===== src/rtl/number_source_pkg.sv =====
// Shared types and defaults for the number_source stage.
// Debounce FSM encoding and default settle time live here.
package number_source_pkg;

  typedef enum logic [1:0] {
    IDLE,
    PRESS_WAIT,
    PRESSED,
    RELEASE_WAIT
  } db_state_t;

  // 5 ms at 50 MHz
  localparam int DEBOUNCE_CYCLES_DEFAULT = 250000;

endpackage


===== src/rtl/number_source_debounce.sv =====
// Two-FF synchroniser plus debounce FSM for one pushbutton.
// Emits a single-clock press per accepted low-to-high transition.
import number_source_pkg::*;

module debounce #(
  parameter int DEBOUNCE_CYCLES = DEBOUNCE_CYCLES_DEFAULT
) (
  input  logic clk,
  input  logic reset,
  input  logic raw,
  output logic press
);

  localparam int CW = $clog2(DEBOUNCE_CYCLES);
  localparam logic [CW-1:0] CMAX = CW'(DEBOUNCE_CYCLES - 1);

  logic          meta;
  logic          s;
  db_state_t     state;
  db_state_t     state_nx;
  logic [CW-1:0] cnt;
  logic [CW-1:0] cnt_nx;

  always_ff @(posedge clk or negedge reset) begin
    if (!reset) begin
      meta  <= 1'b0;
      s     <= 1'b0;
      state <= IDLE;
      cnt   <= '0;
    end else begin
      meta  <= raw;
      s     <= meta;
      state <= state_nx;
      cnt   <= cnt_nx;
    end
  end

  // cnt stops at CMAX, so it never wraps
  always_comb begin
    state_nx = state;
    cnt_nx   = cnt;
    press    = 1'b0;
    unique case (state)
      IDLE: begin
        if (s) begin
          state_nx = PRESS_WAIT;
          cnt_nx   = '0;
        end
      end
      PRESS_WAIT: begin
        if (!s) begin
          state_nx = IDLE;
        end else if (cnt == CMAX) begin
          state_nx = PRESSED;
          press    = 1'b1;
        end else begin
          cnt_nx = cnt + CW'(1);
        end
      end
      PRESSED: begin
        if (!s) begin
          state_nx = RELEASE_WAIT;
          cnt_nx   = '0;
        end
      end
      RELEASE_WAIT: begin
        if (s) begin
          state_nx = PRESSED;
        end else if (cnt == CMAX) begin
          state_nx = IDLE;
        end else begin
          cnt_nx = cnt + CW'(1);
        end
      end
      default: state_nx = IDLE;
    endcase
  end

endmodule


===== src/rtl/number_source.sv =====
// Operand source for the display counter: LOAD/DEC buttons
// drive a registered number with changed/underflow strobes.
import number_source_pkg::*;

module number_source #(
  parameter int             N               = 6,
  parameter int             DEBOUNCE_CYCLES = DEBOUNCE_CYCLES_DEFAULT,
  parameter logic [N-1:0]   INIT_VALUE      = N'('h13)
) (
  input  logic         clk,
  input  logic         reset,
  input  logic [N-1:0] switches,
  input  logic         btn_load,
  input  logic         btn_dec,
  output logic [N-1:0] number,
  output logic         number_changed,
  output logic         underflow
);

  logic load_press;
  logic dec_press;
  logic chg_q;
  logic uf_q;

  debounce #(
    .DEBOUNCE_CYCLES(DEBOUNCE_CYCLES)
  ) u_db_load (
    .clk  (clk),
    .reset(reset),
    .raw  (btn_load),
    .press(load_press)
  );

  debounce #(
    .DEBOUNCE_CYCLES(DEBOUNCE_CYCLES)
  ) u_db_dec (
    .clk  (clk),
    .reset(reset),
    .raw  (btn_dec),
    .press(dec_press)
  );

  // strobes trail the number update by one clock
  always_ff @(posedge clk or negedge reset) begin
    if (!reset) begin
      number         <= INIT_VALUE;
      chg_q          <= 1'b0;
      uf_q           <= 1'b0;
      number_changed <= 1'b0;
      underflow      <= 1'b0;
    end else begin
      number_changed <= chg_q;
      underflow      <= uf_q;
      if (load_press) begin
        number <= switches;
        chg_q  <= 1'b1;
        uf_q   <= 1'b0;
      end else if (dec_press) begin
        number <= number - N'(1);
        chg_q  <= 1'b1;
        uf_q   <= (number == '0);
      end else begin
        chg_q <= 1'b0;
        uf_q  <= 1'b0;
      end
    end
  end

endmodule


===== config.mk =====
export PLATFORM = sky130hd
export DESIGN_NAME = number_source
export DESIGN_NICKNAME = d
export VERILOG_FILES = /design/src/rtl/number_source_pkg.sv /design/src/rtl/number_source_debounce.sv /design/src/rtl/number_source.sv
export SDC_FILE = /design/constraint.sdc
export NUM_CORES = 1
export LEC_CHECK = 0
export BUFFER_PORTS_ARGS = -buffer_cell sky130_fd_sc_hd__buf_2
export CAP_MARGIN = 5
export CORE_ASPECT_RATIO = 0.75
export CORE_MARGIN = 1
export CORE_UTILIZATION = 42
export DETAILED_ROUTE_END_ITERATION = 10
export SLEW_MARGIN = 20
export SYNTH_ARGS = -nofsm -noshare
export SYNTH_HDL_FRONTEND = slang
export SYNTH_HIERARCHICAL = 1
export SYNTH_SLANG_ARGS = --single-unit

===== constraint.sdc =====
create_clock -name clk -period 3.82 [get_ports clk]
set_clock_uncertainty 0.1 [all_clocks]
set_input_delay 0.382 -clock clk [delete_from_list [all_inputs] [get_ports clk]]
set_output_delay 0.382 -clock clk [all_outputs]
set_load 0.01 [all_outputs]

## Yosys cells after proc, flatten, opt, wreduce, memory -nomap -nowiden

Index checks and enable logic that the tools add are counted.
Widths: inputs -> output; s select.

| storage, ports and cells | value |
|---|---|
| register bits after elaboration | 54 |
| input bits | 10 |
| output and inout bits | 8 |
| logic and storage cells | 82 |

| operators by class | value |
|---|---|
| add/subtract/negate cells | 3 |
| eq/ne operators | 20 |
| multiplexer cells | 38 |
| reduce and logical (&&, ||, !) cells | 8 |

Operator list:

| operator | number |
|---|---|
| $mux 18 | 10 |
| $pmux 18 s4 | 2 |
| $add 18x1->18 const B | 2 |
| $eq 18x18->1 const B | 2 |
| $mux 2 | 12 |
| $pmux 2 s4 | 2 |
| $reduce_and 4->1 | 4 |
| $mux 6 | 2 |
| $mux 1 | 10 |
| $eq 2x2->1 const B | 4 |
| $ne 2x1->1 const B | 4 |
| $ne 2x2->1 const B | 4 |
| $logic_not 6->1 | 1 |
| $ne 3x1->1 const B | 2 |
| $ne 3x3->1 const B | 2 |
| $sub 6x1->6 const B | 1 |
| $eq 2x1->1 const B | 2 |
| $logic_not 2->1 | 2 |
| $reduce_bool 2->1 | 1 |

## Longest topological paths before layout

| depth | value |
|---|---|
| word-level depth | 6 |
| gate-level depth with buffers | 8 |
| mapped depth without buffers | 8 |

## By module

Netlist, hierarchy kept.

By module, submodules not included:

| module | instances | cells an instance | area an instance (um2) | seq. area each (um2) |
|---|---|---|---|---|
| debounce at u_db_dec | 1 | 131 | 1282.5 | 550.5 |
| debounce at u_db_load | 1 | 130 | 1234.9 | 550.5 |
| number_source | 1 | 43 | 485.5 | 254.0 |

## Worst setup path before layout

Ideal clock, no wire load.

| timing path | value |
|---|---|
| kind | reg-to-reg |
| from | register u_db_dec.cnt[0] |
| to | register number[5] |
| setup time | 0.124 ns |
| arrival time | 2.519 ns |
| required time | 3.596 ns |
| slack | 1.077 ns |
| stages on the path, launching flop included | 9 |
| buffers on the path | 0 |
| cell sequence | dfrtp_1 ha_1 and3_1 nand3_2 or3_1 nor3b_1 nor4b_4 a21boi_1 o31a_1 |

| between the ends | value |
|---|---|
| cells in the longest elaborated chain, start to end | 5 |

RTL lines:

| item | RTL line | source |
|---|---|---|
| from (decl) | number_source_debounce.sv:21 | `logic [CW-1:0] cnt;` |
| from (signal assigned) | number_source_debounce.sv:34 | `cnt <= cnt_nx;` |
| $eq 18x18->1 | number_source_debounce.sv:53 | `end else if (cnt == CMAX) begin` |
| $mux 1 | number_source_debounce.sv:53 |  |
| $mux 1 | number_source_debounce.sv:51 | `if (!s) begin` |
| $mux 1 | number_source_debounce.sv:43 | `unique case (state)` |
| net dec_press | number_source.sv:21 | `logic dec_press;` |
| $reduce_bool 2->1 (no source line) | n/a |  |
| to (signal assigned) | number_source.sv:55 | `number <= switches;` |
| to (signal assigned) | number_source.sv:59 | `number <= number - N'(1);` |
| to (decl) | number_source.sv:15 | `output logic [N-1:0] number,` |

The timed path passes the listed nets, and every way through them passes these cells.
A chain may end at the register's enable or synchronous reset.

## Worst setup path after layout

Same ends and word-level chain as after synthesis.

==> reports/metrics.cfg <==
[sta]
finalWorstSetupSlack_ps=677.7
min_period_ps=3142
rsz0062_at_grt=false
slew_headroom_pct=44.01
worst_pin_slew_ps=838.1
fin_crit_sh_pct=82.26
hold_viol_final=0
fin_setup_tns_ps=0
finalSetupViolCount=0
slew_viol_final=0
max_freq_mhz=318.2
holdWs_ps=78.97

[pwr]
p_seq_share_pct=56.8
peakVddDrop_v=0.0001444
switchingPower_uw=238.8
power_frac_comb_pct=6.3
finalPower_mw=1.040
p_leak_nw=1.341
power_density_nw_per_um2=315.9
intPower_uw=801.3
netSwitchingFraction_pct=22.96
clkPwrFrac_pct=36.9

[logic_synthesis]
yosysMostFrequentCell=dfrtp_1
synth_fp_nets=318
synth_top_area_share_pct=42.50
synthArstFlopShare_pct=100.0
syn_avg_cell_area_um2=9.878
netlist_area_um2=3003
synth_edf_count=0
ys_ff_latch=54
synth_common_cells=dfrtp_1, nand2_1, inv_1
synth_cell_types=59
seq_area_frac_synth_pct=45.13
synth_warnings=6
synthTopCellsByArea=dfrtp_1, nand2_1, mux2i_1
synth_ff_type=dfrtp_1
syn_inst=304
synth_top_cell_by_area=dfrtp_1

[layout]
nets=338
final_cell_area_um2=3293
multi_input_area_um2=1506
diodes=0
final_core_util_pct=47.98
area_growth_pct=9.667
drive_above_1_share_pct=17.23
nFillCells=644
seqCellArea_um2=1355
final_cells=423

[drt]
drc=0
dr.first_iter.drc_count=137
vias=2221
wl_per_cell_um=13.82
drt-total-wl_mm=5.845
dr.pass1.iters=4
ant_nets=0
vias_per_cell=5.251

[floorplanning]
rows=26
start_util_pct=43.75
die_area_um2=7495
num_io_pins=18
fp.dieH_um=75.23
core_um2=6864
die_width_um=99.64

[flow_run]
cap_violations=0

[placed_design]
place_area_um2=3171
pre_cts_slack_ps=750.5
place_hpwl_mm=4.073
numPlacedInstances=414
portBuffers=17
gp_congestion=0.8240

[cts]
clockBufferDepth=2
postCtsSetupRepairBufs=0
cts_buffers=5
clock_latency_ps=300
cts.sink_count=54
htreeDepth=2
clk_pin_slew_worst_paths_ps=100
clockRootBuffer=clkbuf_8
cts_tree=done
ctsResizeCount=0
cts_hold_buffers=1

[grt]
grt_overflow=0
antenna_found_initial=0
grt_pass1_wl_mm=9.777
grt_util_all_layers_pct=16.67
grt_max_degree=34
grt_pass1_vias=1908

[status]
status=finished clean

[worst_setup_path]
path_class=flip-flop to flip-flop
max_stage_delay_ps=700
crit_required_ps=3910
cp-end-kind=flip-flop
cp_top_family=simple AND/OR/NAND/NOR gates
cp_cell_sequence=ha_1, and3_1, nand3_2, or3_1, nor3b_1, nor4b_4, a21boi_1, o31a_1
crit_buf_inv=0
arrival_ps=3230
crit_slowest_cell=nor3b_1
r2r.worst_path.cells=8
cp_num_cells=8
start_kind=flip-flop
crit_fanout=8

[hold_path]
min_delay_path_depth=1
hold_class=input pin to flip-flop

flip-flops by register name, indices dropped and copies added (netlist names), named ones only:
register	count
chg_q	1
number	6
number_changed	1
u_db_dec/cnt	18
u_db_dec/meta	1
u_db_dec/s	1
u_db_dec/state	1
u_db_load/cnt	18
u_db_load/meta	1
u_db_load/s	1
u_db_load/state	1
uf_q	1
underflow	1
cell families after synthesis:
| logic type | Yosys count | share of synthesized area, % |
|---|---|---|
| compound gates | 70 | 15.50 |
| mux | 12 | 4.208 |
| simple gates | 126 | 25.96 |
| fa+ha+maj | 4 | 1.667 |
| xor+xnor | 8 | 2.833 |
| buf+inv | 30 | 4.708 |
| flops | 54 | 45.13 |
power groups by stage:
stage | clock [mW] | combinational, mW | sequential (mW)
6_report | 0.384 | 0.0655 | 0.591
3_5_place_dp | 0 | 0.0659 | 0.601
2_1_floorplan | 0 | 0.0436 | 0.600
5_1_grt | 0.425 | 0.0759 | 0.592
4_1_cts | 0.402 | 0.0670 | 0.591
3_3_place_gp | 0 | 0.0649 | 0.601
placed cells by master (no fill, tap or decap), types with 2 or more instances in the layout:
master | synthesis | layout
a21oi_1 | 19 | 19
a221o_1 | 3 | 3
a22o_1 | 2 | 2
a31oi_1 | 2 | 2
and2_1 | 2 | 2
and3_1 | 5 | 5
buf_2 | 2 | 17
buf_4 | 1 | 2
clkbuf_8 | 0 | 5
dfrtp_1 | 51 | 51
dfstp_2 | 3 | 3
ha_1 | 4 | 4
inv_1 | 23 | 23
mux2i_1 | 10 | 10
nand2_1 | 32 | 32
nand2b_1 | 3 | 3
nand3_1 | 13 | 13
nand4_1 | 9 | 9
nor2_1 | 14 | 14
nor3_1 | 9 | 9
nor3b_1 | 2 | 2
nor4_1 | 2 | 2
nor4b_4 | 2 | 2
o21ai_0 | 16 | 16
o21ai_1 | 13 | 13
o21ba_2 | 2 | 2
o21bai_1 | 3 | 3
o31ai_1 | 2 | 2
o31ai_4 | 2 | 2
or2_2 | 2 | 2
or3_1 | 13 | 13
or4_1 | 3 | 3
xnor2_1 | 5 | 5
xor2_2 | 2 | 2
worst paths after layout:
check,from,endpoint,slack [ps]
min in group asynchronous,reset,u_db_load/cnt[11],460
worst max register to register,u_db_dec/cnt[0],number[5],680
worst max-delay path,u_db_dec/cnt[0],number[5],680
worst min-delay path,btn_load,u_db_load/meta,80
max in group asynchronous,reset,number[4],2310
worst min register to register,uf_q,underflow,260
area by class of cell:
| cell class | instances | share of cell area (%) |
|---|---|---|
| Tap cell | 98 | 3.723 |
| Clock buffer | 5 | 2.090 |
| Timing Repair Buffer | 20 | 3.343 |
| Inverter | 23 | 2.622 |
| Clock inverter | 3 | 1.330 |
| Multi-Input combinational cell | 220 | 45.74 |
| Sequential cell | 54 | 41.15 |
routing by layer:
metal  share of wire, %  vias up  global-route usage [%]  wire [µm]
met2                 40       29                   22.07       2348
met3                2.9        5                   3.528        167
met1                 56     1063                   26.89       3280
met4               0.82        0                   3.922         48
li1                   -     1124                       -          -
met5                  0        -                       0          0
worst register-to-register path: cells and delay by family (launching register included):
family / cells / cell delay [ps]
compound gates: 2 / 380
flops: 1 / 400
fa+ha+maj: 1 / 220
simple gates: 5 / 1930
No activity file was read; power rests on OpenSTA's default activity.
